<file path="config.mk">
export PLATFORM = sky130hd
export DESIGN_NAME = audio_sd_output_flat
export DESIGN_NICKNAME = d
export VERILOG_FILES = /design/src/rtl/audio_sd_output_if.sv /design/src/rtl/audio_sd_output.sv /design/src/flat_wrapper.sv
export SDC_FILE = /design/constraint.sdc
export NUM_CORES = 1
export LEC_CHECK = 0
export ABC_AREA = 1
export BUFFER_PORTS_ARGS = -buffer_cell sky130_fd_sc_hd__buf_4
export CAP_MARGIN = 20
export CORE_UTILIZATION = 35
export CTS_CLUSTER_SIZE = 12
export DETAILED_ROUTE_END_ITERATION = 12
export PLACE_DENSITY_LB_ADDON = 0.1
export SYNTH_ARGS = -nofsm -noshare
export SYNTH_HDL_FRONTEND = slang
export SYNTH_SLANG_ARGS = --single-unit
</file>
<file path="constraint.sdc">
create_clock -name clk -period 6.32 [get_ports clk]
set_input_delay 1.264 -clock clk [delete_from_list [all_inputs] [get_ports clk]]
set_output_delay 1.264 -clock clk [all_outputs]
set_load 0.005 [all_outputs]
</file>
<file path="src/rtl/audio_sd_output_if.sv">
// Sample-stream interface for the audio back end: sample/mute/volume in,
// 1-bit audio pin and ramp status out.
interface audio_sd_output_if #(
    parameter int A_BITS   = 11,
    parameter int VOL_BITS = 2
);
    logic                       sample_valid;
    logic signed [A_BITS-1:0]   sample;
    logic                       mute;
    logic [VOL_BITS-1:0]        volume;
    logic                       audio_out;
    logic                       muted;
    logic                       ramping;

    modport master (
        output sample_valid, sample, mute, volume,
        input  audio_out, muted, ramping
    );

    modport slave (
        input  sample_valid, sample, mute, volume,
        output audio_out, muted, ramping
    );
endinterface

</file>
<file path="src/rtl/audio_sd_output.sv">
// Audio back end: sample hold, soft-mute gain ramp, volume shift and a
// first-order delta-sigma modulator driving the 1-bit audio pin.
module audio_sd_output #(
    parameter int A_BITS    = 11,
    parameter int GAIN_BITS = 5,
    parameter int VOL_BITS  = 2
) (
    input  logic              clk,
    input  logic              reset,
    audio_sd_output_if.slave  bus
);
    localparam int PW = A_BITS + GAIN_BITS + 1;

    localparam logic [1:0] ST_MUTED     = 2'd0;
    localparam logic [1:0] ST_RAMP_UP   = 2'd1;
    localparam logic [1:0] ST_PLAYING   = 2'd2;
    localparam logic [1:0] ST_RAMP_DOWN = 2'd3;

    localparam logic [GAIN_BITS:0] GAIN_ZERO = '0;
    localparam logic [GAIN_BITS:0] GAIN_ONE  = {{GAIN_BITS{1'b0}}, 1'b1};
    localparam logic [GAIN_BITS:0] GAIN_FULL = {1'b1, {GAIN_BITS{1'b0}}};

    logic signed [A_BITS-1:0] s_hold_reg;
    logic [GAIN_BITS:0]       gain_reg, gain_next;
    logic [1:0]               state_reg, state_next;
    logic signed [A_BITS-1:0] scaled_reg, scaled_next;
    logic [A_BITS-1:0]        acc_reg;
    logic                     audio_out_reg;

    logic signed [PW-1:0]     s_ext, g_ext, prod, att;
    logic [A_BITS-1:0]        u;
    logic [A_BITS:0]          sum;

    // Sample hold
    always_ff @(posedge clk) begin
        if (reset) begin
            s_hold_reg <= '0;
        end else if (bus.sample_valid) begin
            s_hold_reg <= bus.sample;
        end
    end

    // Gain ramp FSM; the bounds checks also cover a direction reversal at
    // either end of the range, so gain can never step outside 0..FULL.
    always_comb begin
        state_next = state_reg;
        gain_next  = gain_reg;
        case (state_reg)
            ST_MUTED: begin
                gain_next = GAIN_ZERO;
                if (!bus.mute) begin
                    state_next = ST_RAMP_UP;
                end
            end
            ST_RAMP_UP: begin
                if (bus.mute) begin
                    state_next = ST_RAMP_DOWN;
                end else if (bus.sample_valid) begin
                    if (gain_reg >= GAIN_FULL - GAIN_ONE) begin
                        gain_next  = GAIN_FULL;
                        state_next = ST_PLAYING;
                    end else begin
                        gain_next = gain_reg + GAIN_ONE;
                    end
                end
            end
            ST_PLAYING: begin
                gain_next = GAIN_FULL;
                if (bus.mute) begin
                    state_next = ST_RAMP_DOWN;
                end
            end
            ST_RAMP_DOWN: begin
                if (!bus.mute) begin
                    state_next = ST_RAMP_UP;
                end else if (bus.sample_valid) begin
                    if (gain_reg <= GAIN_ONE) begin
                        gain_next  = GAIN_ZERO;
                        state_next = ST_MUTED;
                    end else begin
                        gain_next = gain_reg - GAIN_ONE;
                    end
                end
            end
            default: begin
                gain_next  = GAIN_ZERO;
                state_next = ST_MUTED;
            end
        endcase
    end

    always_ff @(posedge clk) begin
        if (reset) begin
            state_reg <= ST_MUTED;
            gain_reg  <= GAIN_ZERO;
        end else begin
            state_reg <= state_next;
            gain_reg  <= gain_next;
        end
    end

    // Gain multiply and volume shift; both shifts floor toward -inf.
    always_comb begin
        s_ext       = PW'(s_hold_reg);
        g_ext       = $signed(PW'(gain_reg));
        prod        = s_ext * g_ext;
        att         = (prod >>> GAIN_BITS) >>> bus.volume;
        scaled_next = att[A_BITS-1:0];
    end

    always_ff @(posedge clk) begin
        if (reset) begin
            scaled_reg <= '0;
        end else begin
            scaled_reg <= scaled_next;
        end
    end

    // Offset binary: flipping the sign bit maps zero to mid-scale.
    genvar gi;
    generate
        for (gi = 0; gi < A_BITS; gi++) begin : g_offset
            if (gi == A_BITS - 1) begin : g_msb
                assign u[gi] = ~scaled_reg[gi];
            end else begin : g_lsb
                assign u[gi] = scaled_reg[gi];
            end
        end
    endgenerate

    assign sum = {1'b0, acc_reg} + {1'b0, u};

    // First-order delta-sigma: carry out of the accumulator is the bitstream.
    always_ff @(posedge clk) begin
        if (reset) begin
            acc_reg       <= '0;
            audio_out_reg <= 1'b0;
        end else begin
            acc_reg       <= sum[A_BITS-1:0];
            audio_out_reg <= sum[A_BITS];
        end
    end

    assign bus.audio_out = audio_out_reg;
    assign bus.muted     = (state_reg == ST_MUTED);
    assign bus.ramping   = (state_reg == ST_RAMP_UP) || (state_reg == ST_RAMP_DOWN);
endmodule

</file>
<file path="src/flat_wrapper.sv">
// flat-port wrapper written by rule: the top's interface ports become plain ports
module audio_sd_output_flat 
#(
    parameter int A_BITS    = 11,
    parameter int GAIN_BITS = 5,
    parameter int VOL_BITS  = 2
)
  (clk, reset, bus_sample_valid, bus_sample, bus_mute, bus_volume, bus_audio_out, bus_muted, bus_ramping);
  audio_sd_output_if #(.A_BITS(A_BITS), .VOL_BITS(VOL_BITS)) bus_i ();
  input  logic clk;
  input  logic reset;
  input wire logic [$bits(bus_i.sample_valid)-1:0] bus_sample_valid;
  input wire logic [$bits(bus_i.sample)-1:0] bus_sample;
  input wire logic [$bits(bus_i.mute)-1:0] bus_mute;
  input wire logic [$bits(bus_i.volume)-1:0] bus_volume;
  output wire logic [$bits(bus_i.audio_out)-1:0] bus_audio_out;
  output wire logic [$bits(bus_i.muted)-1:0] bus_muted;
  output wire logic [$bits(bus_i.ramping)-1:0] bus_ramping;
  assign bus_i.sample_valid = bus_sample_valid;
  assign bus_i.sample = bus_sample;
  assign bus_i.mute = bus_mute;
  assign bus_i.volume = bus_volume;
  assign bus_audio_out = bus_i.audio_out;
  assign bus_muted = bus_i.muted;
  assign bus_ramping = bus_i.ramping;
  audio_sd_output #(.A_BITS(A_BITS), .GAIN_BITS(GAIN_BITS), .VOL_BITS(VOL_BITS)) u_core (.clk(clk), .reset(reset), .bus(bus_i));
endmodule
</file>
# Word-level counts from Yosys, hierarchy flattened
# Index checks and enable logic that the tools add are counted.
word_totals:
  output_inout_bits: 3
  reg_bits: 42
  inputBits: 17
  elab_cells: 47
classes:
  mux: 16
  n_shift: 1
  order_cmp: 2
  multipliers: 1
  n_addsub: 3
  n_eq_ne: 13
  n_reduce_logical: 4
  bitwise_logic: 1
ops:
  columns: ["cell", "n"]
  rows:
  - ["$mux W6", 6]
  - ["$pmux W6 S4", 1]
  - ["$mul A11 B7 Y17", 1]
  - ["$mux W2", 8]
  - ["$add A11 B11 Y12", 1]
  - ["$ne A2 B2 Y1 const B", 6]
  - ["$sshr A12 B2 Y11", 1]
  - ["$pmux W2 S4", 1]
  - ["$add A6 B1 Y6 const B", 1]
  - ["$ge A6 B5 Y1 const B", 1]
  - ["$le A6 B1 Y1 const B", 1]
  - ["$ne A3 B2 Y1 const B", 2]
  - ["$ne A3 B3 Y1 const B", 2]
  - ["$reduce_and A6 Y1", 1]
  - ["$sub A6 B1 Y6 const B", 1]
  - ["$eq A2 B2 Y1 const B", 2]
  - ["$reduce_and A4 Y1", 1]
  - ["$eq A2 B1 Y1 const B", 1]
  - ["$logic_not A2 Y1", 1]
  - ["$logic_or A1 B1 Y1", 1]
  - ["$not A1 Y1", 1]

# Logic depth before layout (Yosys ltp)
logic_depth:
  ltp_word: 5
  depth_mapped: 25
  mapped_depth_nobuf: 23

# Worst setup path before layout
# No wires, ideal clock.
synth_timing:
  path_kind: "register -> register"
  startpoint: "register u_core.gain_reg[1]"
  endpoint: "register u_core.scaled_reg[6]"
  setup_ns: 0.113
  path_stages_with_launch: 21
  n_path_buf: 1
  slack_ns: 2.062
  t_required_ns: 6.207
  arrival_ns: 4.145
  synth_period_minus_slack_ns: 4.258
  path_cell_list: "dfxtp_1 -> clkbuf_1 -> nand2_1 -> inv_1 -> fa_1 -> inv_1 -> fa_1 -> fa_1 -> inv_1 -> fa_1 -> ha_1 -> a21oi_1 -> o21ai_0 -> a21oi_1 -> nand2_1 -> nand2_1 -> nand2_1 -> nand2_1 -> nand2_1 -> nor2_1 -> nor2_1"
synth_via:
  elab_chain_len: 2
synth_rtl:
  columns: ["element", "line_no", "source"]
  rows:
  - ["start, declared", "audio_sd_output.sv:24", "logic [GAIN_BITS:0] gain_reg, gain_next;"]
  - ["start signal, assigned", "audio_sd_output.sv:98", "gain_reg <= gain_next;"]
  - ["$mul A11 B7 Y17", "audio_sd_output.sv:106", "prod = s_ext * g_ext;"]
  - ["$sshr A12 B2 Y11", "audio_sd_output.sv:107", "att = (prod >>> GAIN_BITS) >>> bus.volume;"]
  - ["end signal, assigned", "audio_sd_output.sv:115", "scaled_reg <= scaled_next;"]
  - ["end, declared", "audio_sd_output.sv:26", "logic signed [A_BITS-1:0] scaled_reg, scaled_next;"]
# Every way passes these cells.
# A chain may end at the register's enable or synchronous reset.

# Worst setup path after layout
layout_timing:
  startpoint: "register u_core.gain_reg[1]"
  endpoint: "register u_core.scaled_reg[8]"
# Same word-level chain as after synthesis.

==> reports/metrics.cfg <==
[setup_path]
ff2ff_setup_slack_ps=1610
worstSetupPathType=reg2reg
reg2reg_to=u_core.scaled_reg[8]
worstPathMaxFanout=16
worstPathRequired_ps=6510
timing.rr.start=u_core.gain_reg[1]
worst-endpoint-arrival_ps=4900
crit_buf_inv=3
crit_top_cell=nand2_1
critPathLaunchType=flip-flop
path_cells=nand2_1, inv_1, fa_1, inv_1, fa_1, fa_1, inv_1, fa_1, ha_1, a21oi_1, o21ai_0, a21oi_1, nand2_1, nand2_1, nand2_1, nand2_1, nand3_1, nand2_1, nor2_1
cpPeakStageDelay_ps=740
rr_worst_depth=19
end_kind=flip-flop
path_delay_family=adder cells
slowest_stage=dfxtp_1
worstSetupPathDepth=19

[power_and_ir_drop]
p_leak_uw=0.00301
internal-power_uw=642
p_sw_frac=0.354
switchingPower_uw=352
clkPwrFrac=0.356
comb_power_share=0.306
powerDensity_nw_per_um2=183
peakVddDrop_uv=103
power_frac_seq=0.338

[drt]
drtAntennaViolNets=0
vias_per_cell=4.73
wl_um=11700
drt_iter0_drc=221
drc=2
dr.pass1.iters=8
routedWlPerCell_um=12.7
num_vias=4376

[outcome]
outcome=complete, but fails checks
violations=DRC

[floorplanning]
start_util=0.357
coreArea_um2=13800
io_pins=20
die_h_um=121
rows=43
dieArea_um2=14600
fp.dieW_um=121

[logic_synthesis]
synth_edf_count=0
yosysTopAreaCell=fa_1
ys_ff_latch=42
synthAdderAreaFrac=0.307
syn_inst=734
ys_async_sr_fraction=0
yosysMostFrequentCell=nand2_1
avgSynthCellArea_um2=6.72
ys_seq_area_frac=0.170
synth_nets=845
synthTopCellsByArea=fa_1, dfxtp_1, nand2_1
yosys-top-cells-count=nand2_1, inv_1, nor2_1
synth_compound_area_frac=0.101
ys_warn_count=0
synthMuxAreaShare=0.00203
syn_area_um2=4930
synth_top_family_by_area=adder cells
synth_top_area_frac=0.183
synthSimpleGateAreaFrac=0.272
synth.distinct_cells=36
synth-xor-area-share=0.0142
ys.flop_type=dfxtp_1

[placed_design]
dp_cells=917
portBuffers=19
place_congestion=0.837
dp_hpwl_um=9520

[timing]
slew_viol_final=0
fin_crit_sh=0.745
setup_viol=0
rsz0062_at_grt=false
relSlewSlack=0.390
max_freq_mhz=212
tightestPinTransition_ps=915
report.final.hold_viol_count=0
min_period_ps=4710
setup_tns_ps=0
whs_ps=554
skew_ps=5.50

[worst_hold_path]
hp-class=reg2reg
hold-path-endpoint=u_core.acc_reg[0]
hp-start=u_core.scaled_reg[0]
hold_path_depth=3

[layout]
area_delta_synth_final_pct=9.79
final_nets=855
final_cells=925
antenna_cells=0
drive_gt1_frac=0.0470

[clock_network]
post_cts_resize_count=0
clkLatencyLatePin_ps=300
max-clock-path-buffers=2
root_buffer=clkbuf_16
ctsHtreeMaxLevel=2
clk_pin_slew_ps=70
cts_buffers=5
clock-sinks=42
ctsHoldBuffers=0
cts_tree=done
cts_setup_buffers=0

[global_route]
grtUsageTotal=0.176
grt_max_degree=31
antenna_found_initial=0
overflow=0
grt_first_pass_wirelength_um=20300
grt_pass1_vias=4363

[run]
cap_violations=0

[per-layer routing]
metal	vias up	track usage	part of all wire
li1	2288	-	-
met1	2051	0.227	0.49
met2	31	0.308	0.48
met3	6	0.0302	0.023
met4	0	0.0355	0.0089
met5	-	0	0
[worst max path at each step]
| stage | from | end |
|---|---|---|
| 2_1_floorplan | u_core.gain_reg[1] | u_core.scaled_reg[6] |
| 3_3_place_gp | u_core.gain_reg[1] | u_core.scaled_reg[8] |
| 3_5_place_dp | u_core.gain_reg[1] | u_core.scaled_reg[8] |
| 4_1_cts | u_core.gain_reg[1] | u_core.scaled_reg[8] |
| 5_1_grt | u_core.gain_reg[1] | u_core.scaled_reg[8] |
| 6_report | u_core.gain_reg[1] | u_core.scaled_reg[8] |
[worst reg2reg max path, stage by stage, from the launching register on]
cell and delay [ps]:
dfxtp_1 740, nand2_1 260, inv_1 140, fa_1 490
inv_1 130, fa_1 440, fa_1 540, inv_1 50
fa_1 450, ha_1 380, a21oi_1 210, o21ai_0 110
a21oi_1 180, nand2_1 80, nand2_1 70, nand2_1 50
nand2_1 80, nand3_1 70, nand2_1 70, nor2_1 50
[cell usage in the layout (no fill, tap or decap), types with 4 or more instances in the layout]
master / n
nand2_1: 187
inv_1: 152
nor2_1: 67
ha_1: 49
nand3_1: 48
fa_1: 45
a21oi_1: 42
dfxtp_1: 42
o21ai_0: 37
buf_4: 19
nand2_2: 5
nor3_1: 5
xor2_1: 5
clkbuf_16: 5
nand3b_1: 4
[power groups by stage]
stage,logic (uW),registers (uW),clock network (uW)
2_1_floorplan,240,320,0
3_3_place_gp,303,344,0
3_5_place_dp,306,343,0
4_1_cts,307,337,365
5_1_grt,356,342,378
6_report,304,336,354
[final cells by class]
type                       instances  area, um^2
clock inverter                     3        68.8
fill                            1496        8410
multi-input combinational        522        3440
inverter                         154         578
sequential                        42         841
clock buffer                       5         125
tap                              180         225
timing repair buffer              19         143
[stage by stage]
stage          total power, uW   util  area [um^2]  setup WS (ps)
6_report                   994  0.392         5420           1610
5_1_grt                   1080  0.392         5420           1220
4_1_cts                   1010  0.392         5420           1560
3_5_place_dp               649  0.378         5220           1580
3_3_place_gp               647  0.378         5220           1580
2_1_floorplan              560      -         4930           2060
[cell families after synthesis]
logic type | count (synthesis)
AND/OR/NAND/NOR | 325
buffers and inverters | 170
AO/OA/AOI/OAI | 94
adder cells (fa/ha/maj) | 94
flip-flops | 42
XOR/XNOR | 8
multiplexers | 1
Note: power is estimated with default switching activity, not from simulation.
